## config.mk

```make
export PLATFORM = sky130hd
export DESIGN_NAME = multicycle_ctrl
export DESIGN_NICKNAME = d
export VERILOG_FILES = /design/src/rtl/multicycle_ctrl.sv
export SDC_FILE = /design/constraint.sdc
export NUM_CORES = 1
export LEC_CHECK = 0
export BUFFER_PORTS_ARGS = -buffer_cell sky130_fd_sc_hd__buf_2
export CAP_MARGIN = 20
export CORE_AREA = 5 5 42 44
export CTS_BUF_LIST = sky130_fd_sc_hd__clkbuf_16
export CTS_CLUSTER_SIZE = 8
export DETAILED_ROUTE_END_ITERATION = 16
export DIE_AREA = 0 0 47 49
export GPL_TIMING_DRIVEN = 0
export PLACE_DENSITY = 0.77
export SYNTH_ARGS = -nofsm -noshare
export SYNTH_HDL_FRONTEND = slang
export SYNTH_SLANG_ARGS = --single-unit
```

## constraint.sdc

```tcl
create_clock -name clk -period 1.4 [get_ports clk]
set_input_delay 0.07 -clock clk [delete_from_list [all_inputs] [get_ports clk]]
set_output_delay 0.07 -clock clk [all_outputs]
set_load 0.01 [all_outputs]
```

## src/rtl/multicycle_ctrl.sv

```systemverilog
// Five-state multicycle control unit for the RV32 datapath (IF/ID/EX/MEM/WB).
// Optional MCTRL_ILLEGAL_TRAP_EN adds a sticky TRAP state and an 'illegal' output.
module multicycle_ctrl #(
    parameter int NUM_STATES = 5,
    parameter int ALU_W      = 4
) (
    input  logic             clk,
    input  logic             rst,
    input  logic [31:0]      instr,
    input  logic             Zero,
    output logic             PCSrc,
    output logic             ALUSrc,
    output logic             RegWrite,
    output logic             MemToReg,
    output logic [ALU_W-1:0] ALUCtrl,
    output logic             loadPC,
    output logic             MemRead,
    output logic             MemWrite,
    output logic [2:0]       state_o
`ifdef MCTRL_ILLEGAL_TRAP_EN
    ,
    output logic             illegal
`endif
);

    localparam int STATE_W = $clog2(NUM_STATES);

    typedef enum logic [STATE_W-1:0] {
        S_IF  = 0,
        S_ID  = 1,
        S_EX  = 2,
        S_MEM = 3,
        S_WB  = 4
`ifdef MCTRL_ILLEGAL_TRAP_EN
        ,
        S_TRAP = 5
`endif
    } state_t;

    localparam logic [ALU_W-1:0] ALU_AND = 4'b0000;
    localparam logic [ALU_W-1:0] ALU_OR  = 4'b0001;
    localparam logic [ALU_W-1:0] ALU_ADD = 4'b0010;
    localparam logic [ALU_W-1:0] ALU_SUB = 4'b0110;
    localparam logic [ALU_W-1:0] ALU_SLT = 4'b0111;
    localparam logic [ALU_W-1:0] ALU_SRL = 4'b1000;
    localparam logic [ALU_W-1:0] ALU_SLL = 4'b1001;
    localparam logic [ALU_W-1:0] ALU_SRA = 4'b1010;
    localparam logic [ALU_W-1:0] ALU_XOR = 4'b1101;

    state_t state_q, state_d;

    logic [6:0] opcode;
    logic [2:0] funct3;
    logic       funct7_b5;
    logic       is_r, is_i, is_lw, is_sw, is_beq, illegal_op;
    logic [ALU_W-1:0] alu_dec;
    logic       unused_bits;

    assign opcode     = instr[6:0];
    assign funct3     = instr[14:12];
    assign funct7_b5  = instr[30];
    assign is_r       = (opcode == 7'b0110011);
    assign is_i       = (opcode == 7'b0010011);
    assign is_lw      = (opcode == 7'b0000011);
    assign is_sw      = (opcode == 7'b0100011);
    assign is_beq     = (opcode == 7'b1100011);
    assign illegal_op = !(is_r || is_i || is_lw || is_sw || is_beq);
    assign unused_bits = ^{instr[31], instr[29:15], instr[11:7], illegal_op};

    always_ff @(posedge clk or posedge rst) begin
        if (rst) state_q <= S_IF;
        else     state_q <= state_d;
    end

    always_comb begin
        state_d = S_IF;
        case (state_q)
            S_IF:  state_d = S_ID;
`ifdef MCTRL_ILLEGAL_TRAP_EN
            S_ID:  state_d = illegal_op ? S_TRAP : S_EX;
            S_TRAP: state_d = S_TRAP;
`else
            S_ID:  state_d = S_EX;
`endif
            S_EX:  state_d = S_MEM;
            S_MEM: state_d = S_WB;
            S_WB:  state_d = S_IF;
            default: state_d = S_IF;
        endcase
    end

    // Immediate ALU ops never subtract: bit 30 of an I-type is immediate data, except for SRAI.
    always_comb begin
        alu_dec = ALU_ADD;
        if (is_r || is_i) begin
            case (funct3)
                3'b000:  alu_dec = (is_r && funct7_b5) ? ALU_SUB : ALU_ADD;
                3'b001:  alu_dec = ALU_SLL;
                3'b010:  alu_dec = ALU_SLT;
                3'b100:  alu_dec = ALU_XOR;
                3'b101:  alu_dec = funct7_b5 ? ALU_SRA : ALU_SRL;
                3'b110:  alu_dec = ALU_OR;
                3'b111:  alu_dec = ALU_AND;
                default: alu_dec = ALU_ADD;
            endcase
        end else if (is_beq) begin
            alu_dec = ALU_SUB;
        end
    end

    // Outputs are gated by rst directly so they drop before the next clock edge.
    always_comb begin
        PCSrc    = 1'b0;
        ALUSrc   = 1'b0;
        RegWrite = 1'b0;
        MemToReg = 1'b0;
        ALUCtrl  = ALU_ADD & {ALU_W{1'b0}};
        loadPC   = 1'b0;
        MemRead  = 1'b0;
        MemWrite = 1'b0;
`ifdef MCTRL_ILLEGAL_TRAP_EN
        illegal  = 1'b0;
`endif
        if (!rst) begin
            ALUSrc   = is_i || is_lw || is_sw;
            MemToReg = is_lw;
            ALUCtrl  = alu_dec;
            case (state_q)
                S_MEM: begin
                    MemRead  = is_lw;
                    MemWrite = is_sw;
                end
                S_WB: begin
                    RegWrite = is_r || is_i || is_lw;
                    loadPC   = 1'b1;
                    PCSrc    = is_beq && Zero;
                end
`ifdef MCTRL_ILLEGAL_TRAP_EN
                S_TRAP: illegal = 1'b1;
`endif
                default: ;
            endcase
        end
    end

    assign state_o = 3'(state_q);

endmodule

```

==> results_tabular.tex <==
\begin{tabular}{lr}
\hline
Metric & Value \\
\hline
\multicolumn{2}{l}{\textbf{Clocking}} \\
\quad CTS buffer count & 3 \\
\quad Buffers inserted by post-CTS timing repair & 0 \\
\quad CTS tree & yes \\
\quad Count of clock tree sinks & 3 \\
\quad Clock slew at reported path FFs & 0.03 ns \\
\quad Clock latency on the worst-skew pair & between 0.2 and 0.25 ns \\
\quad Hold buffer count at CTS & 1 \\
\quad H-tree levels & 1 \\
\quad Post-CTS Resized & 0 \\
\quad Bufs on Longest Clock Path & 2 \\
\quad CTS Root Buffer Type & sky130\_fd\_sc\_hd\_\_clkbuf\_16 \\
\multicolumn{2}{l}{\textbf{Finish}} \\
\quad Multi-input gate area & between 200 and 250 um\^{}2 \\
\quad Flip-flop count of the largest register after layout & 3 \\
\quad Most used cells in the layout excluding fill and tap cells & 27 x sky130\_fd\_sc\_hd\_\_buf\_2, 8 x sky130\_fd\_sc\_hd\_\_nor2\_1, 4 x sky130\_fd\_sc\_hd\_\_nor3\_1 \\
\quad Sequential Area & 75.1 um\^{}2 \\
\quad Relative area change from synthesis to final layout & 79.9\% \\
\quad Number of fillers in the final layout & 157 \\
\quad Number of diodes & 0 \\
\quad Number of nets in the layout & approximately 110 \\
\quad Most common library cell in the layout ignoring fill and taps & sky130\_fd\_sc\_hd\_\_buf\_2 \\
\quad Fraction of layout cells with a size suffix above 1 & a little under half \\
\multicolumn{2}{l}{\textbf{Timing}} \\
\quad Worst slew pin tran & approximately 0.21 ns \\
\quad Slew Limit Headroom & roughly 86\% \\
\quad Final hold viol count & 0 \\
\quad Final critical-path share of the clock period & between 90\% and 100\% \\
\quad Clock period minus worst slack & around 1.3 ns \\
\quad RSZ-0062 raised after global routing & no \\
\quad Slew Viols, Final & 0 \\
\quad Final TNS setup & 0 ns \\
\quad Final worst clock skew & 0.00268 ns \\
\quad Crit path setup slack, layout & $\sim$0.13 ns \\
\quad Final setup violation count & 0 \\
\quad Highest clock rate & around 790 MHz \\
\multicolumn{2}{l}{\textbf{Die}} \\
\quad Count of standard-cell rows & 14 \\
\quad Boundary Pins & 49 \\
\quad X dimension of the die & around 47 um \\
\quad Effective utilization at floorplan & roughly 22\% \\
\quad Die H & 49 um \\
\quad Placeable core region & $\sim$0.0014 mm\^{}2 \\
\quad Area enclosed by the die boundary & 0.00230 mm\^{}2 \\
\multicolumn{2}{l}{\textbf{Synthesis}} \\
\quad Top cell type's share of synthesized area & $\sim$25\% \\
\quad Sequential share of the synthesized area & 24.6\% \\
\quad Gate count of the mapped netlist & 40 \\
\quad Syn Area/Cell & about 7.6 um\^{}2 \\
\quad Warnings, synthesis & 0 \\
\quad Top area cells in the synthesized netlist & sky130\_fd\_sc\_hd\_\_dfrtp\_1 25\%, sky130\_fd\_sc\_hd\_\_nor2\_1 9.8\%, sky130\_fd\_sc\_hd\_\_nor3\_1 6.6\%, sky130\_fd\_sc\_hd\_\_and4\_1 5.7\%, sky130\_fd\_sc\_hd\_\_nand4bb\_2 5.3\% \\
\quad Cell type contributing the most total cell area after synthesis & sky130\_fd\_sc\_hd\_\_dfrtp\_1 \\
\quad Mapped Area & $\sim$300 um\^{}2 \\
\quad Number of synthesized flops with an enable pin & 0 \\
\quad Library cells used by synthesis & 21 \\
\quad Top\_reg\_cell synth & sky130\_fd\_sc\_hd\_\_dfrtp\_1 \\
\quad Total nets after synthesis & 75 \\
\quad FF+latch count, synth & 3 \\
\quad Share of synthesized flip-flops with an asynchronous set or reset & 100\% \\
\multicolumn{2}{l}{\textbf{Outcome}} \\
\quad Run status & finished clean \\
\multicolumn{2}{l}{\textbf{Flow run}} \\
\quad MaxCap Viol Count & 0 \\
\multicolumn{2}{l}{\textbf{Place}} \\
\quad Pre-CTS WS & around 0.12 ns \\
\quad Port Buf Inserts & 27 \\
\quad Placer congestion estimate & 0.696 \\
\quad Placed wire-length estimate & around 800 um \\
\multicolumn{2}{l}{\textbf{Worst setup path}} \\
\quad Startpoint types & flop \\
\quad Req. time, crit path & between 1 and 1.5 ns \\
\quad Maximum fanout encountered on the critical timing path & 5 \\
\quad Critical Setup Path Class & reg2out \\
\quad WP data arrival & 1.20 ns \\
\quad CP endpoint kind & output port \\
\multicolumn{2}{l}{\textbf{Global routing}} \\
\quad Final global-route overflow total & 0 \\
\quad Global-route wire length before repair & between 1.5 and 2 mm \\
\quad GRT Overall Usage & under 10\% \\
\quad Number of antenna violations at the first check in global routing & 0 \\
\quad Pin count of the biggest net entering global routing & 8 \\
\quad Via count of the first global-routing pass & 375 \\
\multicolumn{2}{l}{\textbf{Detailed routing}} \\
\quad Remaining antenna violation count after routing & 0 \\
\quad DR WL/cell & roughly 11 um \\
\quad Drt drc & 0 \\
\quad Overall routed net length & 963 um \\
\quad Vias after detailed routing & 400 \\
\quad Iteration-0 DRC Markers & 3 \\
\quad Average vias per placed instance & between 4 and 5 \\
\quad DR pass1 iterations & 4 \\
\multicolumn{2}{l}{\textbf{Power and ir drop}} \\
\quad Worst IR drop on VDD & just over 0.9 mV \\
\quad Cell leakage power & 0.276 nW \\
\quad Pwr Total & about 0.60 mW \\
\quad Cell area power density & $\sim$1100 mW/mm\^{}2 \\
\multicolumn{2}{l}{\textbf{Min path}} \\
\quad Type of the most critical hold path & in2async \\
\hline
\end{tabular}
==> layer usage <==
layer	vias up	track usage [%]	wire length [um]
met4	0	1.38	0
met5	-	0	0
li1	210	-	-
met3	0	5.17	125
met2	22	13.6	430
met1	168	10.8	407
==> worst max-delay path: stages (launching register included) <==
cell                      delay (ns)
sky130_fd_sc_hd__dfrtp_1        0.41
sky130_fd_sc_hd__nor2_1         0.12
sky130_fd_sc_hd__nand3_1        0.12
sky130_fd_sc_hd__nor3_1         0.17
sky130_fd_sc_hd__buf_2          0.16
==> cell families (layout without fill, tap and decap cells) <==
family,count (synthesis),count (layout),share of synthesized area [%]
muxes,1,1,3.69
and+or+nand+nor,27,27,50.0
buffers and inverters,2,34,2.46
AOI/OAI and AO/OA,5,5,13.5
xor gates and xnor gates,2,2,5.74
DFF,3,3,24.6
==> final timing paths <==
check	startpoint	endpoint	slack [ns]	cells past startpoint
worst max-delay path	state_o[0]	PCSrc	0.13	4
worst min-delay path	rst	state_o[2]	0.40	3
min in group clk	rst	ALUSrc	0.44	3
worst max register to register	state_o[0]	state_o[1]	0.63	2
max in group asynchronous	rst	state_o[1]	0.85	3
worst min register to register	state_o[2]	state_o[1]	0.50	1
==> cells in the mapped netlist, types with 2 or more instances <==
cell type,n
sky130_fd_sc_hd__nor2_1,8
sky130_fd_sc_hd__and4_1,2
sky130_fd_sc_hd__nand3_1,3
sky130_fd_sc_hd__nand2_1,3
sky130_fd_sc_hd__inv_1,2
sky130_fd_sc_hd__dfrtp_1,3
sky130_fd_sc_hd__a211oi_1,2
sky130_fd_sc_hd__nor3_1,4
==> area by class of cell <==
cell class / count / share of cell area [%]
multi-input cells: 35 / 40.5
repair buffers: 28 / 26.4
flip-flops and latches: 3 / 13.7
clock buffers: 3 / 13.7
well taps: 16 / 3.64
inverters: 2 / 1.37
clock inverters: 1 / 0.683
==> metrics by stage <==
step / util, % / hold slack (ns) / std cells / instance area, um^2
floorplan: - / -0.142 / 40 / 305
global placement: 32.9 / 0.0239 / 83 / 460
detailed placement: 32.9 / 0.0282 / 83 / 460
CTS: 39.2 / 0.396 / 88 / 549
global route: 39.2 / 0.455 / 88 / 549
finish: 39.2 / 0.400 / 88 / 549
==> power by group <==
| part | switching (mW) | internal, mW | total [mW] |
|---|---|---|---|
| combinational | 0.0338 | 0.0312 | 0.0651 |
| clock | 0.0797 | 0.369 | 0.448 |
| sequential | 0 | 0.0873 | 0.0873 |
| total | 0.114 | 0.487 | 0.601 |
(Power assumes the default switching activity.)
